--- src/rtl/serial_compare_ctrl_if.sv ---
// Handshake and result bundle for the bit-serial comparator.
interface serial_compare_ctrl_if #(
    parameter int WIDTH = 16
);
    logic             start;
    logic [WIDTH-1:0] x;
    logic [WIDTH-1:0] y;
    logic             busy;
    logic             done;
    logic             o_gt;
    logic             o_eq;
    logic             o_lt;
    logic [5:0]       bits_used;

    modport master (
        output start, x, y,
        input  busy, done, o_gt, o_eq, o_lt, bits_used
    );

    modport slave (
        input  start, x, y,
        output busy, done, o_gt, o_eq, o_lt, bits_used
    );
endinterface

--- src/rtl/serial_compare_ctrl.sv ---
// Bit-serial unsigned magnitude comparator: one bit per cycle, MSB first,
// stopping early at the first differing bit.
//
// state | meaning
// IDLE  | waiting for start; last results held
// RUN   | examining bit idx of the captured operands
// DONE  | one-cycle result strobe, then back to IDLE
module serial_compare_ctrl #(
    parameter int WIDTH = 16
) (
    input logic                  clk,
    input logic                  rst_n,
    serial_compare_ctrl_if.slave cmp
);
    localparam int IDX_W = (WIDTH > 2) ? $clog2(WIDTH) : 1;
    localparam logic [IDX_W-1:0] IDX_MAX = IDX_W'(WIDTH - 1);

    typedef enum logic [1:0] {IDLE, RUN, DONE} state_t;

    state_t           state;
    logic [WIDTH-1:0] x_q;
    logic [WIDTH-1:0] y_q;
    logic [IDX_W-1:0] idx;
    logic             gt;
    logic             eq;
    logic             busy_q;
    logic             done_q;
    logic             gt_q;
    logic             eq_q;
    logic             lt_q;
    logic [5:0]       bits_q;

    logic xb, yb, gt_next, eq_next;

    always_comb begin
        xb      = x_q[idx];
        yb      = y_q[idx];
        gt_next = gt | (eq & xb & ~yb);
        eq_next = eq & ~(xb ^ yb);
    end

    always_ff @(posedge clk or negedge rst_n) begin
        if (!rst_n) begin
            state  <= IDLE;
            x_q    <= '0;
            y_q    <= '0;
            idx    <= IDX_MAX;
            gt     <= 1'b0;
            eq     <= 1'b1;
            busy_q <= 1'b0;
            done_q <= 1'b0;
            gt_q   <= 1'b0;
            eq_q   <= 1'b0;
            lt_q   <= 1'b0;
            bits_q <= '0;
        end else begin
            case (state)
                IDLE: begin
                    if (cmp.start) begin
                        x_q    <= cmp.x;
                        y_q    <= cmp.y;
                        gt     <= 1'b0;
                        eq     <= 1'b1;
                        idx    <= IDX_MAX;
                        bits_q <= '0;
                        busy_q <= 1'b1;
                        state  <= RUN;
                    end
                end
                RUN: begin
                    gt     <= gt_next;
                    eq     <= eq_next;
                    bits_q <= bits_q + 6'd1;
                    // Once the operands differ the remaining bits cannot change the verdict.
                    if (!eq_next || idx == '0) begin
                        done_q <= 1'b1;
                        gt_q   <= gt_next;
                        eq_q   <= eq_next;
                        lt_q   <= ~gt_next & ~eq_next;
                        state  <= DONE;
                    end else begin
                        idx <= idx - 1'b1;
                    end
                end
                DONE: begin
                    done_q <= 1'b0;
                    busy_q <= 1'b0;
                    state  <= IDLE;
                end
                default: begin
                    done_q <= 1'b0;
                    busy_q <= 1'b0;
                    state  <= IDLE;
                end
            endcase
        end
    end

    assign cmp.busy      = busy_q;
    assign cmp.done      = done_q;
    assign cmp.o_gt      = gt_q;
    assign cmp.o_eq      = eq_q;
    assign cmp.o_lt      = lt_q;
    assign cmp.bits_used = bits_q;
endmodule

--- src/flat_wrapper.sv ---
// flat-port wrapper written by rule: the top's interface ports become plain ports
module serial_compare_ctrl_flat 
#(
    parameter int WIDTH = 16
)
  (clk, rst_n, cmp_start, cmp_x, cmp_y, cmp_busy, cmp_done, cmp_o_gt, cmp_o_eq, cmp_o_lt, cmp_bits_used);
  serial_compare_ctrl_if #(.WIDTH(WIDTH)) cmp_i ();
  input logic clk;
  input logic rst_n;
  input wire logic [$bits(cmp_i.start)-1:0] cmp_start;
  input wire logic [$bits(cmp_i.x)-1:0] cmp_x;
  input wire logic [$bits(cmp_i.y)-1:0] cmp_y;
  output wire logic [$bits(cmp_i.busy)-1:0] cmp_busy;
  output wire logic [$bits(cmp_i.done)-1:0] cmp_done;
  output wire logic [$bits(cmp_i.o_gt)-1:0] cmp_o_gt;
  output wire logic [$bits(cmp_i.o_eq)-1:0] cmp_o_eq;
  output wire logic [$bits(cmp_i.o_lt)-1:0] cmp_o_lt;
  output wire logic [$bits(cmp_i.bits_used)-1:0] cmp_bits_used;
  assign cmp_i.start = cmp_start;
  assign cmp_i.x = cmp_x;
  assign cmp_i.y = cmp_y;
  assign cmp_busy = cmp_i.busy;
  assign cmp_done = cmp_i.done;
  assign cmp_o_gt = cmp_i.o_gt;
  assign cmp_o_eq = cmp_i.o_eq;
  assign cmp_o_lt = cmp_i.o_lt;
  assign cmp_bits_used = cmp_i.bits_used;
  serial_compare_ctrl #(.WIDTH(WIDTH)) u_core (.clk(clk), .rst_n(rst_n), .cmp(cmp_i));
endmodule
--- config.mk ---
export PLATFORM = sky130hd
export DESIGN_NAME = serial_compare_ctrl_flat
export DESIGN_NICKNAME = d
export VERILOG_FILES = /design/src/rtl/serial_compare_ctrl_if.sv /design/src/rtl/serial_compare_ctrl.sv /design/src/flat_wrapper.sv
export SDC_FILE = /design/constraint.sdc
export NUM_CORES = 1
export LEC_CHECK = 0
export BUFFER_PORTS_ARGS = -buffer_cell sky130_fd_sc_hd__buf_2
export CAP_MARGIN = 10
export CELL_PAD_IN_SITES_DETAIL_PLACEMENT = 0
export CELL_PAD_IN_SITES_GLOBAL_PLACEMENT = 1
export CORE_MARGIN = 2
export CORE_UTILIZATION = 45
export DETAILED_ROUTE_END_ITERATION = 10
export GPL_TIMING_DRIVEN = 1
export HOLD_SLACK_MARGIN = 0.03
export PLACE_DENSITY_LB_ADDON = 0.12
export SYNTH_ARGS = -nofsm -noshare
export SYNTH_HDL_FRONTEND = slang
export SYNTH_SLANG_ARGS = --single-unit
--- constraint.sdc ---
create_clock -name clk -period 4.1 [get_ports clk]
set_clock_uncertainty 0.15 [all_clocks]
set_input_delay 0.41 -clock clk [delete_from_list [all_inputs] [get_ports clk]]
set_output_delay 0.41 -clock clk [all_outputs]
set_load 0.02 [all_outputs]
==> results.md <==
* Status: finished, final reports clean
* CTS tree: done
* Width of the die at 77.69 microns
* Via-to-Cell Ratio at 4.981
* RSZ-0062 raised after global routing: false
* Count of hold buffers inserted by post-cts repair at 0
* Final HPWL DP at 3.276 mm
* Number of buffers inserted by port buffering at 45
* Part of the total power dissipated in combinational logic at 45.0%
* Worst relative slew slack at 44.50%
* Ys async rst share at 100.0%
* Number of gates given a new drive strength after cts at 0
* Gr usage total at 17.39%
* Number of buffers created by CTS at 5
* Largest net degree at the start of global routing at 52
* Diode count at 0
* Unique cell type count in the Yosys netlist at 40
* Type of destination of the critical path: flop
* Clk Latency, worst-skew pair at 300 ps
* First-pass GRT wire length at 8.321 mm
* Net switching fraction of the power at 40.04%
* Minimum clock period after layout at 2591 ps
* Max-slew violations at 0
* Internal Pwr Total at 1.305 mW
* Initial antenna violation count at 0
* Worst IR Drop VDD at 0.0003421 V
* Die Area at 6036 sq um
* Count of state elements after synthesis at 51
* Number of nets produced by synthesis at 287
* First-iteration detailed-routing DRC count at 90
* Number of nets at the end of the flow at 330
* Share of post-route cells with drive strength above 1 at 23.47%
* Fraction of power consumed by the clock network at 12.8%
* Setup TNS at 0 ps
* Critical path start-end classification: flop to flop
* Worst reg2reg setup slack at 1510 ps
* Placement Rows at 26
* Synthesized area per cell at 9.774 sq um
* Worst slew pin tran at 830.5 ps
* Cell leakage power at 1.466 nW
* CP arrival at 2680 ps
* Average wire per cell in the routed design at 12.94 microns
* Via count of the first global-routing pass at 1791
* Reg power frac at 42.2%
* Final critical-path share of the clock period at 63.20%
* Number of enable-type register cells in the synthesized netlist at 0
* Leading register cell type out of synthesis: sky130_fd_sc_hd__dfrtp_1
* End of the worst register-to-register path: u_core.idx[0]
* Number of cells on the worst reg-to-reg path at 6
* Chip Height at 77.69 microns
* Maximum buffer depth of the clock tree at 2
* Postcts setup bufs at 0
* Filler-free cell count of the finished design at 364
* CTS HTree Levels at 2
* WP data required at 4190 ps
* Kind of start point of the critical path: flop
* Beginning of the worst register-to-register path: u_core.idx[0]
* Starting Density at 47.24%
* Cell count after synthesis at 250
* Power density of the placed cells at 778.5 nW/um^2
* Clock input transition at the sequential cells of the worst setup and hold paths at 90 ps
* Switching pwr at 0.8714 mW
* Max Cap Violations at 0
* Via Count at 1813
* Core region area at 5172 sq um
* Post-Syn Area at 2444 sq um
* Number of top-level pins at 46
* Placed cell count at 356
* Final setup viols at 0
* Remaining routing DRC violations at 0
* GR Overflow Total at 0
* Count of endpoints failing hold in the final timing report at 0
* Detail Route Antenna Nets at 0
* Area growth syn-to-layout at 14.39%
* Max Fanout on Critical Path at 10
* Yosys synthesis warning count at 0
* RePlAce Congestion at 0.7865
* Part of the Yosys area used for sequential elements at 52.48%
* Maximum clock frequency at 0.3859 GHz
* Sum of routed wire length over all layers at 4.711 mm
* Number of filler instances in the final layout at 484
* Cell at the root of the clock tree: sky130_fd_sc_hd__clkbuf_8
* Clock sink count at 51
* Hold WC Path Type: input port to async pin
* Router iterations before antenna repair at 4
==> per-layer routing <==
metal / global-route usage, % / routed length [microns] / vias to the layer above
li1: - / - / 917
met3: 3.953 / 182 / 7
met2: 27.33 / 2138 / 37
met4: 5.357 / 58 / 0
met1: 24.08 / 2331 / 852
met5: 0 / 0 / -
==> stage by stage <==
stage                     power (mW)  area [sq um]  setup slack (ps)  hold WS [ps]  util, %
final                          2.176          2795              1509         47.77    54.04
after global routing           2.371          2795              1394         114.7    54.04
after CTS                      2.203          2795              1485         76.70    54.04
after detailed placement       1.924          2715              1513         306.7    52.49
after global placement         1.907          2715              1576         304.6    52.49
after floorplan                1.700          2444              1691        -35.59        -
==> cells by family (layout without fill, tap and decap cells) <==
group                      Yosys count  after routing  share of synthesized area [%]
AOI/OAI and AO/OA                   25             25                          7.527
xor gates and xnor gates             3              3                          1.844
adders and majority gates            2              2                          1.024
buffers and inverters               19             63                          3.687
DFF                                 51             51                          52.48
muxes                               10             10                          9.165
and+or+nand+nor                    140            140                          24.27
==> cell usage after synthesis, types with 2 or more instances <==
cell type,number,area share (%)
sky130_fd_sc_hd__nand2_1,109,17
sky130_fd_sc_hd__dfrtp_1,46,47
sky130_fd_sc_hd__nor2_1,10,1.5
sky130_fd_sc_hd__o21ai_0,9,1.8
sky130_fd_sc_hd__inv_1,7,1.1
sky130_fd_sc_hd__clkbuf_1,6,0.92
sky130_fd_sc_hd__mux4_1,6,6.5
sky130_fd_sc_hd__nand3_1,6,1.2
sky130_fd_sc_hd__dfstp_2,5,5.4
sky130_fd_sc_hd__a21oi_1,3,0.61
sky130_fd_sc_hd__buf_1,3,0.46
sky130_fd_sc_hd__a22oi_2,2,1.0
sky130_fd_sc_hd__and2_1,2,0.51
sky130_fd_sc_hd__buf_6,2,0.92
sky130_fd_sc_hd__ha_1,2,1.0
sky130_fd_sc_hd__mux4_2,2,1.8
sky130_fd_sc_hd__nand3_4,2,1.4
sky130_fd_sc_hd__nand4_1,2,0.51
sky130_fd_sc_hd__nor2b_1,2,0.51
sky130_fd_sc_hd__nor3_1,2,0.41
sky130_fd_sc_hd__or3_1,2,0.51
sky130_fd_sc_hd__xor2_1,2,0.72
==> power by group through the flow <==
stage          combinational [mW]  clock [mW]  sequential (mW)
2_1_floorplan               0.810           0            0.890
3_3_place_gp                0.971           0            0.935
3_5_place_dp                0.996           0            0.928
4_1_cts                     0.997       0.286            0.920
5_1_grt                      1.11       0.306            0.954
6_report                    0.979       0.278            0.919
==> worst max-delay path by stage <==
| stage | start | end | slack, ps | depth (start not counted) |
|---|---|---|---|---|
| 3_3_place_gp | u_core.idx[0] | u_core.idx[0] | 1580 | 6 |
| 5_1_grt | u_core.idx[0] | u_core.idx[0] | 1390 | 6 |
| 4_1_cts | u_core.idx[0] | u_core.idx[0] | 1480 | 6 |
| 6_report | u_core.idx[0] | u_core.idx[0] | 1510 | 6 |
| 2_1_floorplan | u_core.idx[0] | u_core.idx[0] | 1690 | 7 |
| 3_5_place_dp | u_core.idx[0] | u_core.idx[0] | 1510 | 6 |
==> placed cells by master, fill, tap and decap left out, types with 2 or more instances in the layout <==
cell type and count:
sky130_fd_sc_hd__dfstp_2 5, sky130_fd_sc_hd__nor2b_1 2, sky130_fd_sc_hd__nand3_4 2, sky130_fd_sc_hd__or3_1 2, sky130_fd_sc_hd__ha_1 2, sky130_fd_sc_hd__nand2_1 109, sky130_fd_sc_hd__mux4_2 2, sky130_fd_sc_hd__a21oi_1 3
sky130_fd_sc_hd__inv_1 7, sky130_fd_sc_hd__a22oi_2 2, sky130_fd_sc_hd__o21ai_0 9, sky130_fd_sc_hd__buf_2 45, sky130_fd_sc_hd__nand4_1 2, sky130_fd_sc_hd__dfrtp_1 46, sky130_fd_sc_hd__buf_4 3, sky130_fd_sc_hd__nor3_1 2
sky130_fd_sc_hd__and2_1 2, sky130_fd_sc_hd__xor2_1 2, sky130_fd_sc_hd__clkbuf_1 3, sky130_fd_sc_hd__clkbuf_8 5, sky130_fd_sc_hd__mux4_1 6, sky130_fd_sc_hd__nor2_1 10, sky130_fd_sc_hd__nand3_1 6
==> cell type report <==
class | instances | area (sq um) | share of cell area, %
clock buffers | 8 | 80.08 | 2.865
inverters | 7 | 26.28 | 0.9400
multi-input cells | 180 | 1071 | 38.32
flip-flops and latches | 51 | 1282 | 45.88
well taps | 70 | 87.58 | 3.133
repair buffers | 48 | 247.7 | 8.863
==> sequential cells by signal, indices dropped and copies added (netlist names) <==
name                  flops
u_core.cmp.done           1
u_core.cmp.busy           1
u_core.y_q               16
u_core.cmp.o_gt           1
u_core.cmp.o_eq           1
u_core.gt                 1
u_core.cmp.o_lt           1
u_core.cmp.bits_used      6
u_core.state              2
u_core.idx                4
u_core.eq                 1
u_core.x_q               16
==> critical path, cell delays in order (launching register included) <==
cell and delay [ps]:
sky130_fd_sc_hd__dfstp_2 710, sky130_fd_sc_hd__mux4_2 580, sky130_fd_sc_hd__a22oi_2 250, sky130_fd_sc_hd__nand3_4 160, sky130_fd_sc_hd__xnor2_4 190, sky130_fd_sc_hd__a21o_4 220
sky130_fd_sc_hd__mux2_2 260
Note: power is estimated with default switching activity, not from simulation.
